### config.mk
export PLATFORM = sky130hd
export DESIGN_NAME = pwm_peripheral_flat
export DESIGN_NICKNAME = d
export VERILOG_FILES = /design/src/rtl/pwm_pkg.sv /design/src/rtl/pwm_peripheral_if.sv /design/src/rtl/pwm_timebase.sv /design/src/rtl/pwm_peripheral.sv /design/src/flat_wrapper.sv
export SDC_FILE = /design/constraint.sdc
export NUM_CORES = 1
export LEC_CHECK = 0
export ABC_CLOCK_PERIOD_IN_PS = 2500
export BUFFER_PORTS_ARGS = -buffer_cell sky130_fd_sc_hd__buf_2
export CAP_MARGIN = 20
export CORE_UTILIZATION = 30
export DETAILED_ROUTE_END_ITERATION = 16
export PLACE_DENSITY = 0.59
export SLEW_MARGIN = 20
export SYNTH_ARGS = -nofsm -noshare
export SYNTH_HDL_FRONTEND = slang
export SYNTH_SLANG_ARGS = --single-unit
export TNS_END_PERCENT = 20
### constraint.sdc
create_clock -name clk -period 2.5 [get_ports clk]
set_clock_uncertainty 0.2 [all_clocks]
set_input_delay 0.5 -clock clk [delete_from_list [all_inputs] [get_ports clk]]
set_output_delay 0.5 -clock clk [all_outputs]
set_load 0.02 [all_outputs]
### src/rtl/pwm_pkg.sv
// pwm_pkg: shared constants and the waveform rule for the PWM peripheral
// and any future timer block built on pwm_timebase.
package pwm_pkg;

  localparam int              PWM_CNT_W            = 8;
  localparam logic [7:0]      DUTY_FULL            = 8'hFF;
  localparam int              PWM_PRESCALE_DEFAULT = 13;

  // Full-scale duty is forced high so a 100% setting has no one-step gap
  // at pwm_cnt==255; otherwise the pin is high while the count is below duty.
  function automatic logic pwm_level(input logic [PWM_CNT_W-1:0] cnt,
                                     input logic [PWM_CNT_W-1:0] duty);
    return (duty == DUTY_FULL) ? 1'b1 : (cnt < duty);
  endfunction

endpackage

### src/rtl/pwm_peripheral_if.sv
// pwm_peripheral_if: register-bank inputs coming from the SPI stage and the
// 16 pin drives plus period_start going out to the chip pads.
interface pwm_peripheral_if;
  import pwm_pkg::*;

  logic [7:0]           en_reg_out_7_0;
  logic [7:0]           en_reg_out_15_8;
  logic [7:0]           en_reg_pwm_7_0;
  logic [7:0]           en_reg_pwm_15_8;
  logic [PWM_CNT_W-1:0] pwm_duty_cycle;
  logic [7:0]           out_7_0;
  logic [7:0]           out_15_8;
  logic                 period_start;

  // Register-bank side: drives configuration, observes pins.
  modport master (
    output en_reg_out_7_0, en_reg_out_15_8, en_reg_pwm_7_0, en_reg_pwm_15_8,
    output pwm_duty_cycle,
    input  out_7_0, out_15_8, period_start
  );

  // Peripheral side: consumes configuration, drives pins.
  modport slave (
    input  en_reg_out_7_0, en_reg_out_15_8, en_reg_pwm_7_0, en_reg_pwm_15_8,
    input  pwm_duty_cycle,
    output out_7_0, out_15_8, period_start
  );

endinterface

### src/rtl/pwm_timebase.sv
// pwm_timebase: prescaler plus 8-bit period counter. Produces the running
// count, the end-of-period wrap strobe and a registered period_start pulse
// that is high in the cycle where the count first reads 0.
module pwm_timebase
  import pwm_pkg::*;
#(
  parameter int PRESCALE_DIV = PWM_PRESCALE_DEFAULT
) (
  input  logic                 clk,
  input  logic                 rst,
  output logic [PWM_CNT_W-1:0] pwm_cnt,
  output logic                 wrap,
  output logic                 period_start
);

  localparam int             PS_W    = (PRESCALE_DIV > 1) ? $clog2(PRESCALE_DIV) : 1;
  localparam logic [PS_W-1:0] PS_LAST = PS_W'(PRESCALE_DIV - 1);

  logic [PS_W-1:0]      prescale_cnt_q, prescale_cnt_d;
  logic [PWM_CNT_W-1:0] pwm_cnt_q, pwm_cnt_d;
  logic                 period_start_q, period_start_d;
  logic                 tick;

  // Next-state for prescaler and period counter; tick advances the count.
  always_comb begin
    tick           = (prescale_cnt_q == PS_LAST);
    wrap           = tick && (pwm_cnt_q == '1);
    prescale_cnt_d = tick ? '0 : prescale_cnt_q + PS_W'(1);
    pwm_cnt_d      = tick ? pwm_cnt_q + PWM_CNT_W'(1) : pwm_cnt_q;
    period_start_d = wrap;
  end

  // Counter state; reset aborts the current period and restarts from zero.
  always_ff @(posedge clk) begin
    if (rst) begin
      prescale_cnt_q <= '0;
      pwm_cnt_q      <= '0;
      period_start_q <= 1'b0;
    end else begin
      prescale_cnt_q <= prescale_cnt_d;
      pwm_cnt_q      <= pwm_cnt_d;
      period_start_q <= period_start_d;
    end
  end

  assign pwm_cnt      = pwm_cnt_q;
  assign period_start = period_start_q;

endmodule

### src/rtl/pwm_peripheral.sv
// pwm_peripheral: per-pin select between low, static high and the shared PWM
// waveform, with a registered 16-pin output stage.
// Build option PWM_DUTY_SHADOW_EN: when defined, the duty value is captured
// at each period wrap so every period is glitch-free; when undefined, the
// duty input drives the comparator directly.
module pwm_peripheral
  import pwm_pkg::*;
#(
  parameter int PRESCALE_DIV = PWM_PRESCALE_DEFAULT
) (
  input  logic              clk,
  input  logic              rst,
  pwm_peripheral_if.slave   bus
);

  logic [PWM_CNT_W-1:0] pwm_cnt;
  logic                 wrap;
  logic                 period_start;
  logic [PWM_CNT_W-1:0] duty_eff;
  logic [15:0]          en_out;
  logic [15:0]          en_pwm;
  logic                 pwm_raw;
  logic [15:0]          pins_q, pins_d;

  pwm_timebase #(
    .PRESCALE_DIV (PRESCALE_DIV)
  ) u_timebase (
    .clk          (clk),
    .rst          (rst),
    .pwm_cnt      (pwm_cnt),
    .wrap         (wrap),
    .period_start (period_start)
  );

`ifdef PWM_DUTY_SHADOW_EN
  logic [PWM_CNT_W-1:0] duty_q, duty_d;

  // Duty shadow loads only at the wrap so a mid-period write waits for the
  // next period_start.
  always_comb begin
    duty_d = wrap ? bus.pwm_duty_cycle : duty_q;
  end

  // Duty shadow register.
  always_ff @(posedge clk) begin
    if (rst) begin
      duty_q <= '0;
    end else begin
      duty_q <= duty_d;
    end
  end

  assign duty_eff = duty_q;
`else
  // Without the shadow the wrap strobe has no consumer here.
  logic unused_wrap;
  assign unused_wrap = wrap;
  assign duty_eff    = bus.pwm_duty_cycle;
`endif

  // Pin mux: disabled pins low, enabled static pins high, PWM pins follow
  // the shared waveform so all PWM pins stay in phase.
  always_comb begin
    en_out  = {bus.en_reg_out_15_8, bus.en_reg_out_7_0};
    en_pwm  = {bus.en_reg_pwm_15_8, bus.en_reg_pwm_7_0};
    pwm_raw = pwm_level(pwm_cnt, duty_eff);
    pins_d  = en_out & (~en_pwm | {16{pwm_raw}});
  end

  // Registered pin drive; enables are not shadowed and land on the next edge.
  always_ff @(posedge clk) begin
    if (rst) begin
      pins_q <= '0;
    end else begin
      pins_q <= pins_d;
    end
  end

  assign bus.out_7_0      = pins_q[7:0];
  assign bus.out_15_8     = pins_q[15:8];
  assign bus.period_start = period_start;

endmodule

### src/flat_wrapper.sv
// flat-port wrapper written by rule: the top's interface ports become plain ports
module pwm_peripheral_flat import pwm_pkg::*;
#(
  parameter int PRESCALE_DIV = PWM_PRESCALE_DEFAULT
)
  (clk, rst, bus_en_reg_out_7_0, bus_en_reg_out_15_8, bus_en_reg_pwm_7_0, bus_en_reg_pwm_15_8, bus_pwm_duty_cycle, bus_out_7_0, bus_out_15_8, bus_period_start);
  pwm_peripheral_if bus_i ();
  input  logic clk;
  input  logic rst;
  input wire logic [$bits(bus_i.en_reg_out_7_0)-1:0] bus_en_reg_out_7_0;
  input wire logic [$bits(bus_i.en_reg_out_15_8)-1:0] bus_en_reg_out_15_8;
  input wire logic [$bits(bus_i.en_reg_pwm_7_0)-1:0] bus_en_reg_pwm_7_0;
  input wire logic [$bits(bus_i.en_reg_pwm_15_8)-1:0] bus_en_reg_pwm_15_8;
  input wire logic [$bits(bus_i.pwm_duty_cycle)-1:0] bus_pwm_duty_cycle;
  output wire logic [$bits(bus_i.out_7_0)-1:0] bus_out_7_0;
  output wire logic [$bits(bus_i.out_15_8)-1:0] bus_out_15_8;
  output wire logic [$bits(bus_i.period_start)-1:0] bus_period_start;
  assign bus_i.en_reg_out_7_0 = bus_en_reg_out_7_0;
  assign bus_i.en_reg_out_15_8 = bus_en_reg_out_15_8;
  assign bus_i.en_reg_pwm_7_0 = bus_en_reg_pwm_7_0;
  assign bus_i.en_reg_pwm_15_8 = bus_en_reg_pwm_15_8;
  assign bus_i.pwm_duty_cycle = bus_pwm_duty_cycle;
  assign bus_out_7_0 = bus_i.out_7_0;
  assign bus_out_15_8 = bus_i.out_15_8;
  assign bus_period_start = bus_i.period_start;
  pwm_peripheral #(.PRESCALE_DIV(PRESCALE_DIV)) u_core (.clk(clk), .rst(rst), .bus(bus_i));
endmodule
==> flow_metrics.env <==
export IMPL_cts_setup_buffers=0
export IMPL_place_area_mm2=0.00169
export IMPL_setup_viol=0
export IMPL_power_leakage_uw=0.000868
export IMPL_cp_arrival_ps=1870
export IMPL_cts_repair_resized=0
export IMPL_clk_pin_slew_ps=60
export IMPL_fmax_mhz=524
export IMPL_antenna_cells=0
export IMPL_crit_fanout=16
export IMPL_num_rows=24
export IMPL_power_frac_clock_pct=45.0
export IMPL_grtUsageTotal_pct=11.7
export IMPL_max_cap_violations=0
export IMPL_dp_hpwl_mm=2.05
export IMPL_final_cell_area_mm2=0.00180
export IMPL_synthAdderAreaFrac_pct=9.28
export IMPL_holdBufCountCts=0
export IMPL_viasPerCell=4.39
export IMPL_cts_tree="done"
export IMPL_p_per_area_mw_per_mm2=610
export IMPL_timing_rr_end="u_core.pins_q[3]"
export IMPL_drive_above_1_share_pct=40.4
export IMPL_port_buffer_count=58
export IMPL_ff2ff_setup_slack_ps=590
export IMPL_yosysSeqAreaShare_pct=43.0
export IMPL_rsz0062_at_grt="no"
export IMPL_place_congestion=0.689
export IMPL_holdPathEnd="u_core.pins_q[4]"
export IMPL_pwr_share_seq_pct=44.3
export IMPL_vdd_ir_drop_max_mv=0.279
export IMPL_fillCellCount=446
export IMPL_critPathKind="reg2reg"
export IMPL_syn2layout_area_growth_pct=33.6
export IMPL_p_sw_share_pct=21.6
export IMPL_coreArea_mm2=0.00432
export IMPL_vias=1098
export IMPL_drt_initial_drc_count=16
export IMPL_yosys_warnings=0
export IMPL_clockBufferDepth=2
export IMPL_start_util_pct=31.2
export IMPL_grt_max_degree=30
export IMPL_h_tree_depth=2
export IMPL_worstSetupEndpointType="register"
export IMPL_clock_latency_ps=270
export IMPL_status="completed"
export IMPL_synth_cell_types=31
export IMPL_synth_xor_area_share_pct=5.19
export IMPL_synthSimpleGateAreaFrac_pct=20.2
export IMPL_syn_area_mm2=0.00135
export IMPL_netlist_top_cells_area="dfxtp_1 (43%), ha_1 (9.3%), nand2b_1 (7.4%)"
export IMPL_synth_top_family_by_area="simple AND/OR/NAND/NOR gates"
export IMPL_drv_slew=0
export IMPL_clock_root_buffer="clkbuf_8"
export IMPL_cts_sinks=29
export IMPL_power_switching_uw=237
export IMPL_fin_nets=249
export IMPL_die_x_um=69.1
export IMPL_hold_class="in2reg"
export IMPL_ios=59
export IMPL_relSlewSlack_pct=70.9
export IMPL_yosysTopAreaCellShare_pct=43.0
export IMPL_grt_first_pass_wirelength_mm=4.53
export IMPL_avgRoutedWirePerCell_um=10.5
export IMPL_finalWorstPathRequiredPeriod_ps=1910
export IMPL_synth_nets=188
export IMPL_p_int_uw=861
export IMPL_worst_slew_pin_slew_ps=437
export IMPL_antenna_found_initial=0
export IMPL_yosysTopAreaCell="dfxtp_1"
export IMPL_start_kind="register"
export IMPL_ys_seq_elements=29
export IMPL_period_share_pct=76.3
export IMPL_die_area_mm2=0.00477
export IMPL_drcViolationCount=0
export IMPL_rr_startpoint="u_core.u_timebase.pwm_cnt[6]"
export IMPL_p_comb_share_pct=10.7
export IMPL_dr_pass1_iters=2
export IMPL_min_from="bus_en_reg_pwm_7_0[4]"
export IMPL_reg2regPathDepth=6
export IMPL_final_hold_violation_count=0
export IMPL_cts_buffers=5
export IMPL_grt_pass1_vias=1101
export IMPL_crit_required_ps=2460
export IMPL_overflow=0
export IMPL_syn_area_per_cell_um2=9.92
export IMPL_postSynthCellCount=136
export IMPL_die_h_um=69.1
export IMPL_whs_path_depth=2
export IMPL_muxShareOfSynthArea_pct=0.742
export IMPL_synth_compound_area_share_pct=16.5
export IMPL_ant_nets=0
export IMPL_wirelength_mm=2.63
export IMPL_fin_tns_setup_ps=0
==> critical path, stage by stage, from the launching register on <==
cell and delay [ps]:
dfxtp_1 330, ha_1 310, and4_1 200, o21ai_1 100, o32ai_4 270, buf_4 290
a21oi_1 100
==> final cells by class <==
class	instances	area, µm²	share of cell area [%]
clock inverters	1	30.0	1.67
multi-input cells	91	701	38.9
flip-flops and latches	29	581	32.2
inverters	11	41.3	2.29
clock buffers	7	86.3	4.79
repair buffers	59	298	16.5
well taps	52	65.1	3.61
==> synth_stat cells <==
cell,n
dfxtp_1,29
nand2b_1,16
inv_1,11
a21oi_2,10
ha_1,10
nor2_1,10
a21oi_1,9
nand4_1,5
xor2_1,5
clkbuf_1,4
xnor2_1,3
and3_1,2
and4_1,2
nand2_1,2
nor3_1,2
a2111oi_4,1
a21o_1,1
a41o_1,1
and2_1,1
and2_2,1
buf_6,1
mux2i_1,1
nand2b_4,1
nand3_1,1
nor3b_1,1
nor4b_1,1
o21a_1,1
o21ai_0,1
o21ai_1,1
o32ai_4,1
or4_1,1
==> cell families (layout without fill, tap and decap cells) <==
kind of cell | Yosys count | in the layout
simple gates | 46 | 46
mux | 1 | 1
flops | 29 | 29
fa+ha+maj | 10 | 10
compound gates | 26 | 26
xor+xnor | 8 | 8
buf+inv | 16 | 78
==> stage by stage <==
step | hold slack, ps | util (%) | cells | setup slack [ps] | total power (µW)
3_3_place_gp | 281 | 39.0 | 242 | 309 | 616
5_1_grt | 172 | 41.7 | 250 | 472 | 1150
4_1_cts | 173 | 41.7 | 250 | 581 | 1120
3_5_place_dp | 283 | 39.0 | 242 | 299 | 616
2_1_floorplan | 256 | - | 136 | 472 | 561
6_report | 188 | 41.7 | 250 | 592 | 1100
==> placed cells by master (no fill, tap or decap), types with 2 or more instances in the layout <==
| cell type | n |
|---|---|
| and4_1 | 2 |
| a21oi_2 | 10 |
| and3_1 | 2 |
| buf_2 | 58 |
| nor2_1 | 10 |
| nor3_1 | 2 |
| clkbuf_8 | 6 |
| xor2_1 | 5 |
| ha_1 | 10 |
| nand2b_1 | 16 |
| dfxtp_1 | 29 |
| a21oi_1 | 9 |
| nand2_1 | 2 |
| xnor2_1 | 3 |
| inv_1 | 11 |
| nand4_1 | 5 |
==> power by group through the flow <==
stage	sequential, µW	combinational [µW]	clock [µW]
floorplan	515	45.6	0
finish	487	117	494
global placement	497	119	0
detailed placement	497	119	0
CTS	487	119	515
global route	489	131	530
==> state kept, by name (all words and copies together), names as in the netlist <==
name,cells
u_core.pins_q,16
u_core.u_timebase.pwm_cnt,8
u_core.u_timebase.prescale_cnt_q,4
u_core.u_timebase.period_start,1
==> worst max-delay path by stage <==
stage / from / end / slack [ps] / cells past startpoint
after detailed placement: bus_pwm_duty_cycle[6] / u_core.pins_q[4] / 300 / 8
after floorplan: bus_pwm_duty_cycle[6] / u_core.pins_q[10] / 470 / 7
after CTS: u_core.u_timebase.pwm_cnt[6] / u_core.pins_q[2] / 580 / 6
after global routing: bus_pwm_duty_cycle[6] / u_core.pins_q[1] / 470 / 8
final: u_core.u_timebase.pwm_cnt[6] / u_core.pins_q[3] / 590 / 6
after global placement: bus_pwm_duty_cycle[6] / u_core.pins_q[15] / 310 / 8
==> per-layer routing <==
layer / share of wire, % / up-vias / global-route usage [%]
met5: 0 / - / 0
met4: 0.38 / 0 / 4.08
met3: 11 / 3 / 6.29
met2: 44 / 48 / 18.1
met1: 44 / 465 / 13.7
li1: - / 582 / -
(Power assumes the default switching activity.)
